File: src/rtl/shift_register_param_if.sv
`default_nettype none
`timescale 1ns/1ps
// ============================================================================
// Module   : shift_register_param_if
// Brief    : Control, data and status bundle for shift_register_param.
// Revision : 1.0
// ============================================================================
interface shift_register_param_if #(
    parameter int WIDTH = 8,
    parameter int DEPTH = 4
);
    localparam int SEL_W = (DEPTH > 1) ? $clog2(DEPTH) : 1;
    localparam int CNT_W = $clog2(DEPTH + 1);

    logic [WIDTH-1:0]       io_in;
    logic                   io_enable;
    logic [1:0]             io_mode;
    logic [WIDTH*DEPTH-1:0] io_load;
    logic [SEL_W-1:0]       io_tap_sel;
    logic [WIDTH-1:0]       io_out;
    logic [WIDTH-1:0]       io_tap;
    logic [CNT_W-1:0]       io_fill;
    logic                   io_full;

    modport master (
        output io_in, io_enable, io_mode, io_load, io_tap_sel,
        input  io_out, io_tap, io_fill, io_full
    );

    modport slave (
        input  io_in, io_enable, io_mode, io_load, io_tap_sel,
        output io_out, io_tap, io_fill, io_full
    );
endinterface
`default_nettype wire

File: src/rtl/shift_register_param.sv
`default_nettype none
`timescale 1ns/1ps
// ============================================================================
// Module   : shift_register_param
// Brief    : DEPTH-stage WIDTH-bit word shifter with shift/rotate/load/clear,
//            tap readout and saturating fill tracking.
// Revision : 1.0
// ============================================================================
module shift_register_param #(
    parameter int WIDTH = 8,
    parameter int DEPTH = 4
) (
    input  logic                  clk,
    input  logic                  reset,
    shift_register_param_if.slave bus
);
    localparam int SEL_W = (DEPTH > 1) ? $clog2(DEPTH) : 1;
    localparam int CNT_W = $clog2(DEPTH + 1);

    localparam logic [1:0]       c_MODE_SHIFT  = 2'b00;
    localparam logic [1:0]       c_MODE_ROTATE = 2'b01;
    localparam logic [1:0]       c_MODE_LOAD   = 2'b10;
    localparam logic [1:0]       c_MODE_CLEAR  = 2'b11;
    localparam logic [CNT_W-1:0] c_FILL_FULL   = CNT_W'(DEPTH);
    localparam logic [CNT_W-1:0] c_FILL_ONE    = CNT_W'(1);

    logic [WIDTH-1:0] r_stage      [DEPTH];
    logic [WIDTH-1:0] w_stage_next [DEPTH];
    logic [CNT_W-1:0] r_fill;
    logic [CNT_W-1:0] w_fill_next;
    logic [WIDTH-1:0] w_tap;

    always_comb begin
        w_stage_next = r_stage;
        w_fill_next  = r_fill;
        case (bus.io_mode)
            c_MODE_SHIFT: begin
                w_stage_next[0] = bus.io_in;
                for (int i = 1; i < DEPTH; i++) begin
                    w_stage_next[i] = r_stage[i-1];
                end
                // Fill saturates at DEPTH rather than wrapping
                if (r_fill != c_FILL_FULL) begin
                    w_fill_next = r_fill + c_FILL_ONE;
                end
            end
            c_MODE_ROTATE: begin
                w_stage_next[0] = r_stage[DEPTH-1];
                for (int i = 1; i < DEPTH; i++) begin
                    w_stage_next[i] = r_stage[i-1];
                end
            end
            c_MODE_LOAD: begin
                for (int i = 0; i < DEPTH; i++) begin
                    w_stage_next[i] = bus.io_load[i*WIDTH +: WIDTH];
                end
                w_fill_next = c_FILL_FULL;
            end
            c_MODE_CLEAR: begin
                for (int i = 0; i < DEPTH; i++) begin
                    w_stage_next[i] = '0;
                end
                w_fill_next = '0;
            end
            default: begin
                w_fill_next = r_fill;
            end
        endcase
    end

    always_ff @(posedge clk or negedge reset) begin
        if (!reset) begin
            for (int i = 0; i < DEPTH; i++) begin
                r_stage[i] <= '0;
            end
            r_fill <= '0;
        end else if (bus.io_enable) begin
            r_stage <= w_stage_next;
            r_fill  <= w_fill_next;
        end
    end

    generate
        if (DEPTH == 1) begin : g_tap_single
            // Only one stage exists, so the select has nothing to choose
            logic w_unused_sel;
            assign w_unused_sel = ^bus.io_tap_sel;
            assign w_tap        = r_stage[0];
        end else begin : g_tap_mux
            // Selects past the last stage fall through to zero
            always_comb begin
                w_tap = '0;
                for (int i = 0; i < DEPTH; i++) begin
                    if (bus.io_tap_sel == SEL_W'(i)) begin
                        w_tap = r_stage[i];
                    end
                end
            end
        end
    endgenerate

    assign bus.io_out  = r_stage[DEPTH-1];
    assign bus.io_tap  = w_tap;
    assign bus.io_fill = r_fill;
    assign bus.io_full = (r_fill == c_FILL_FULL);

endmodule
`default_nettype wire

File: src/flat_wrapper.sv
// flat-port wrapper written by rule: the top's interface ports become plain ports
module shift_register_param_flat 
#(
    parameter int WIDTH = 8,
    parameter int DEPTH = 4
)
  (clk, reset, bus_io_in, bus_io_enable, bus_io_mode, bus_io_load, bus_io_tap_sel, bus_io_out, bus_io_tap, bus_io_fill, bus_io_full);
  shift_register_param_if #(.WIDTH(WIDTH), .DEPTH(DEPTH)) bus_i ();
  input  logic clk;
  input  logic reset;
  input wire logic [$bits(bus_i.io_in)-1:0] bus_io_in;
  input wire logic [$bits(bus_i.io_enable)-1:0] bus_io_enable;
  input wire logic [$bits(bus_i.io_mode)-1:0] bus_io_mode;
  input wire logic [$bits(bus_i.io_load)-1:0] bus_io_load;
  input wire logic [$bits(bus_i.io_tap_sel)-1:0] bus_io_tap_sel;
  output wire logic [$bits(bus_i.io_out)-1:0] bus_io_out;
  output wire logic [$bits(bus_i.io_tap)-1:0] bus_io_tap;
  output wire logic [$bits(bus_i.io_fill)-1:0] bus_io_fill;
  output wire logic [$bits(bus_i.io_full)-1:0] bus_io_full;
  assign bus_i.io_in = bus_io_in;
  assign bus_i.io_enable = bus_io_enable;
  assign bus_i.io_mode = bus_io_mode;
  assign bus_i.io_load = bus_io_load;
  assign bus_i.io_tap_sel = bus_io_tap_sel;
  assign bus_io_out = bus_i.io_out;
  assign bus_io_tap = bus_i.io_tap;
  assign bus_io_fill = bus_i.io_fill;
  assign bus_io_full = bus_i.io_full;
  shift_register_param #(.WIDTH(WIDTH), .DEPTH(DEPTH)) u_core (.clk(clk), .reset(reset), .bus(bus_i));
endmodule
File: config.mk
export PLATFORM = sky130hd
export DESIGN_NAME = shift_register_param_flat
export DESIGN_NICKNAME = d
export VERILOG_FILES = /design/src/rtl/shift_register_param_if.sv /design/src/rtl/shift_register_param.sv /design/src/flat_wrapper.sv
export SDC_FILE = /design/constraint.sdc
export NUM_CORES = 1
export LEC_CHECK = 0
export ABC_AREA = 1
export BUFFER_PORTS_ARGS = -buffer_cell sky130_fd_sc_hd__buf_2
export CORE_MARGIN = 1.5
export CORE_UTILIZATION = 45
export DETAILED_ROUTE_END_ITERATION = 10
export PLACE_DENSITY = 0.72
export RECOVER_POWER = 100
export REMOVE_ABC_BUFFERS = 1
export SYNTH_ARGS = -nofsm -noshare
export SYNTH_HDL_FRONTEND = slang
export SYNTH_SLANG_ARGS = --single-unit
File: constraint.sdc
create_clock -name clk -period 2.7 [get_ports clk]
set_clock_uncertainty 0.1 [all_clocks]
set_input_delay 0.54 -clock clk [delete_from_list [all_inputs] [get_ports clk]]
set_output_delay 0.54 -clock clk [all_outputs]
set_load 0.005 [all_outputs]
==> results.cfg, run 1 <==
[finish]
nNetsFinal = 426
area_delta_synth_final_pct = 17.29
drive_gt1_share_pct = 17.72
diodes = 0
final_area_um2 = 2470
fin_util_pct = 55.95

[grt]
grt_max_degree = 43
grtUsageTotal_pct = 22.66
antenna_found_initial = 0
grt_pass1_vias = 2025
grtUsageMet2_pct = 35.91
overflow = 0
use_met1_pct = 30.16
busiest_layer = met2
met3_usage_pct = 3.938
grt_pass1_wl_mm = 9.101

[power]
ir_drop_mv = 0.2746
pwr-share-clk_pct = 27.5
p_leak_nw = 1.325
sw_frac_of_total_pct = 33.10
p_seq_share_pct = 48.4
p_sw_uw = 452.7
combPwrFrac_pct = 24.1
powerDensity_nw_per_um2 = 553.7
internal_power_uw = 915.0

[timing]
final_max_slew_viol_count = 36
fin_tns_setup_ns = 0
clock.fmax_mhz = 450.2
setup-violations-final = 0
relSlewSlack_pct = -27.20
hold_viol = 0
min_period_over_period_pct = 82.27
rsz0062_at_grt = false
finalHoldWorstSlack_ns = 0.3673
fin_ws_ns = 0.4786
min_period_ns = 2.221
worstMarginPinSlew_ns = 1.908

[clock_network]
ctsHoldBuffers = 0
path_clk_slew_ns = 0.07
numCtsBuffers = 5
root_buffer = clkbuf_8
cts_htree_levels = 2
cts.sinks = 35
clock_latency_ns = 0.30
cts_tree = yes
cts_setup_buffers = 0
cts_resized = 0
cts_buffer_depth = 2

[logic_synthesis]
ys_warn_count = 0
avgSynthCellArea_um2 = 6.519
synth_cells = 323
yosys-top-cells-count = nand2_1 (120), nor2_1 (80), dfrtp_1 (35)
synth_flop_cell = dfrtp_1
synth-seq-cells = 35
synth_top_area_share_pct = 41.59
yosysMostFrequentCell = nand2_1
yosysTopAreaCell = dfrtp_1
netlist_area_um2 = 2106
ys_seq_area_share_pct = 41.59
synth-edff-count = 0
synth_area_leaders = dfrtp_1 (42%), nand2_1 (21%), nor2_1 (14%)
yosysUniqueCellTypes = 13
postSynth.asyncResetShare_pct = 100.0

[drt]
route.detailed.drc = 0
vias_per_cell = 5.121
vias = 2202
dr.pass1.iters = 4
wl_mm = 5.500
detail_route.wl_per_cell_um = 12.79
ant_nets = 0
drt_iter0_drc = 246

[critical_path]
required_ns = 2.06
cp_max_fo = 8
crit_chain = buf_2 > inv_1 > nor2_1 > nand2_1 > nand4_1 > clkbuf_2
cp.arrival_ns = 1.58
crit_path_max_incr_delay_ns = 0.52
reg2reg_depth = 7
startpoint_type = input pin
criticalPathCategory = input pin to primary output
cpMaxStageDelayCell = nor2_1
critPathCaptureType = primary output

[floorplanning]
die_w_um = 71.41
initial_core_util_pct = 47.70
dieArea_um2 = 5099
die_height_um = 71.41
io-pin-count = 67
rows = 24
core_area_um2 = 4414

[place]
post-place-ws_ns = 0.5152
numPortBuffers = 66
dp_hpwl_mm = 3.695
gp_congestion = 0.8338
placed_area_um2 = 2404

[run_status]
outcome = complete, but fails checks
violations = max-capacitance violations, max-slew violations

[hold_path]
holdPathStages = 3
hold_path.class = input pin to register

[flow_run]
maxCapViolCount = 1
[cells in the final DEF (no fill, tap or decap), types with 2 or more instances in the layout]
cell type and count:
nand2_1 120, a21oi_1 24, inv_1 11, dfrtp_1 35
clkbuf_1 12, buf_2 55, ha_1 2, nand4_1 8
nor2_1 80, nand3_1 19, clkbuf_2 2, clkbuf_8 5
[metal layers]
layer | share of wire (%) | vias to the layer above
met5 | 0 | -
met3 | 7.2 | 9
met2 | 46 | 76
li1 | - | 1106
met1 | 45 | 1011
met4 | 1.9 | 0
[area by class of cell]
type | count | area (um^2)
clock buffers | 7 | 76.32
clock inverters | 1 | 5.005
fillers | 458 | 1944
inverters | 12 | 45.04
multi-input cells | 254 | 1052
flip-flops and latches | 35 | 875.8
well taps | 52 | 65.06
repair buffers | 69 | 350.3
[path summary, 6_finish.rpt]
path | from | endpoint | slack [ns]
max in group asynchronous | reset | u_core.r_stage[21]$_DFFE_PN0P_ | 0.73
min reg2reg | u_core.bus.io_fill[1]$_DFFE_PN0P_ | u_core.bus.io_fill[1]$_DFFE_PN0P_ | 0.44
min in group asynchronous | reset | u_core.r_stage[15]$_DFFE_PN0P_ | 0.66
min | bus_io_load[14] | u_core.r_stage[22]$_DFFE_PN0P_ | 0.37
max | bus_io_tap_sel[0] | bus_io_tap[6] | 0.48
max reg2reg | u_core.bus.io_fill[0]$_DFFE_PN0P_ | u_core.bus.io_fill[0]$_DFFE_PN0P_ | 1.39
[sequential cells by signal (all words and copies together) (netlist names)]
| name | count |
|---|---|
| u_core.r_stage | 24 |
| u_core.bus.io_out | 8 |
| u_core.bus.io_fill | 3 |
[critical path, delay by kind of cell]
kind,cells,cell delay [ns]
buffers and inverters,3,0.27
and+or+nand+nor,3,0.77
[power groups by stage]
stage	Clock (mW)	Sequential [mW]	Combinational (mW)
after floorplan	0	0.658	0.183
after global placement	0	0.669	0.331
after detailed placement	0	0.670	0.338
after CTS	0.383	0.660	0.339
after global routing	0.399	0.672	0.384
final	0.377	0.662	0.329
[through the flow]
step / power [mW] / cells
final: 1.368 / 430
after global routing: 1.455 / 430
after CTS: 1.382 / 430
after detailed placement: 1.007 / 422
after global placement: 0.9997 / 422
after floorplan: 0.8404 / 301
[logic make-up after synthesis]
| group | share of synthesized area [%] |
|---|---|
| AND/OR/NAND/NOR | 43.08 |
| AO/OA/AOI/OAI | 5.704 |
| flip-flops | 41.59 |
| buffers and inverters | 8.437 |
| adder cells (fa/ha/maj) | 1.188 |
No activity file was read; power rests on OpenSTA's default activity.
==> inputs of run 2 (changes only) <==
- clock period: 2.7 -> 2.2 ns (I/O delays scaled with it)
==> run 2 against run 1 <==
The flow now finishes without violations. Core utilization up 1.8 points. Count of clock-buffer cells in the layout is 1 lower. Worst hold slack worse by 0.087 ns. Routed wire length grew 1.8%. Via count grew 0.77%. Non-clock buffer count is 7 higher. Flip-flop and latch count stayed put. Largest power group unchanged.
==> results.cfg, run 2 (synthesis gave the netlist of run 1 again) <==
[run_status]
outcome = complete, no violations

[floorplanning]
io-pin-count = 67
core_area_um2 = 4414
die_w_um = 71.41
rows = 24
dieArea_um2 = 5099
initial_core_util_pct = 47.70
die_height_um = 71.41

[critical_path]
criticalPathCategory = input pin to primary output
critPathLaunch = bus_io_tap_sel[0]
reg2reg_from = u_core.bus.io_fill[0]$_DFFE_PN0P_
required_ns = 1.66
cp.arrival_ns = 1.25
critPathCaptureType = primary output
startpoint_type = input pin
crit_top_cell = nand2_1
cp_max_fo = 8
worst_path_dominant_cell_family = buffers and inverters
crit_chain = clkbuf_1 > nand2_1 > inv_1 > nand2_1 > nand4_1 > buf_2
cpMaxStageDelayCell = inv_1
cp.buffers_inverters = 3
crit_path_max_incr_delay_ns = 0.27

[power]
p_sw_uw = 559.3
combPwrFrac_pct = 22.7
sw_frac_of_total_pct = 30.48
internal_power_mw = 1.276
p_total_mw = 1.835
p_leak_nw = 1.373
p_seq_share_pct = 44.1
ir_drop_mv = 0.4286
pwr-share-clk_pct = 33.2
powerDensity_nw_per_um2 = 720.4

[grt]
grt_max_degree = 37
busiest_layer = met2
grt_pass1_vias = 2036
grtUsageTotal_pct = 24.04
overflow = 0
met3_usage_pct = 4.219
grt_pass1_wl_mm = 9.522
use_met1_pct = 33.54
antenna_found_initial = 0
grtUsageMet2_pct = 38.27

[timing]
min_period_ns = 1.786
setup-violations-final = 0
min_period_over_period_pct = 81.18
hold_viol = 0
fin_tns_setup_ns = 0
rsz0062_at_grt = false
final_max_slew_viol_count = 0
relSlewSlack_pct = 15.88
clock.fmax_mhz = 559.9
worstMarginPinSlew_ns = 1.262

[drt]
detail_route.wl_per_cell_um = 12.81
vias = 2219
ant_nets = 0
drt_iter0_drc = 165
vias_per_cell = 5.078
dr.pass1.iters = 4
route.detailed.drc = 0
wl_mm = 5.600

[clock_network]
cts_htree_levels = 2
path_clk_slew_ns = 0.07
cts.sinks = 35
numCtsBuffers = 5
cts_resized = 0
cts_tree = yes
ctsHoldBuffers = 0
root_buffer = clkbuf_8
cts_setup_buffers = 0
cts_buffer_depth = 2
clock_latency_ns = 0.29

[finish]
diodes = 0
final-instance-count-excl-fill = 437
nNetsFinal = 433
regMostFlops = u_core.r_stage
largest_reg_flops = 24
final_common_cell = nand2_1
final_cell_mix = nand2_1 (120), nor2_1 (80), buf_2 (57)
area_delta_synth_final_pct = 20.97
drive_gt1_share_pct = 19.74

[hold_path]
hp-start = bus_io_load[30]
hold_path.class = input pin to register

[place]
gp_congestion = 0.7964
dp_hpwl_mm = 3.900
numPortBuffers = 66
placed_cells = 429

[flow_run]
maxCapViolCount = 0
run 2: cell count changes in the layout (fill, tap and decap cells not counted):
cell,before,now
buf_4,1,6
buf_2,55,57
bufinv_16,0,1
clkbuf_1,12,11
clkbuf_2,2,1
clkbuf_8,5,6
inv_1,11,10
inv_2,1,2
nor2_2,0,1
nor2_4,1,0
run 2: power by group through the flow:
stage / clock (mW) / sequential [mW] / combinational [mW]
3_5_place_dp: 0 / 0.820 / 0.428
4_1_cts: 0.614 / 0.808 / 0.430
6_report: 0.609 / 0.809 / 0.417
3_3_place_gp: 0 / 0.818 / 0.417
5_1_grt: 0.645 / 0.824 / 0.487
2_1_floorplan: 0 / 0.807 / 0.224
run 2: path summary, 6_finish.rpt:
kind,slack [ns],endpoint,cells past startpoint
worst max-delay path,0.41,bus_io_tap[5],6
worst min-delay path,0.28,u_core.bus.io_out[6]$_DFFE_PN0P_,3
worst max register to register,0.87,u_core.bus.io_fill[0]$_DFFE_PN0P_,7
worst min register to register,0.43,u_core.bus.io_fill[1]$_DFFE_PN0P_,2
max in group asynchronous,0.77,u_core.r_stage[17]$_DFFE_PN0P_,2
min in group asynchronous,0.30,u_core.r_stage[15]$_DFFE_PN0P_,1
run 2: routing by layer:
metal / part of all wire, % / vias to the layer above
met1: 44 / 1012
li1: - / 1117
met5: 0 / -
met4: 1.3 / 0
met2: 46 / 83
met3: 8.1 / 7
run 2: area by class of cell:
class                      count  area (um^2)
timing repair buffer          76        396.6
clock inverter                 2        35.03
multi-input combinational    254         1047
inverter                      12        45.04
fill                         474         1867
tap                           52        65.06
sequential                    35        875.8
clock buffer                   6        82.58
run 2: worst min-delay path: cells and delay by family:
kind,cells,cell delay (ns)
AOI/OAI and AO/OA,1,0.05
buffers and inverters,1,0.07
and+or+nand+nor,1,0.07
run 2: through the flow:
| stage | hold WS [ns] | cell area, um^2 | setup WS, ns | util (%) |
|---|---|---|---|---|
| 2_1_floorplan | 0.04441 | 1973 | 0.7407 | - |
| 3_3_place_gp | 0.3521 | 2456 | 0.4851 | 55.64 |
| 3_5_place_dp | 0.3522 | 2456 | 0.4732 | 55.64 |
| 4_1_cts | 0.03925 | 2574 | 0.4449 | 58.30 |
| 5_1_grt | 0.2825 | 2547 | 0.2124 | 57.71 |
| 6_report | 0.2800 | 2547 | 0.4141 | 57.71 |
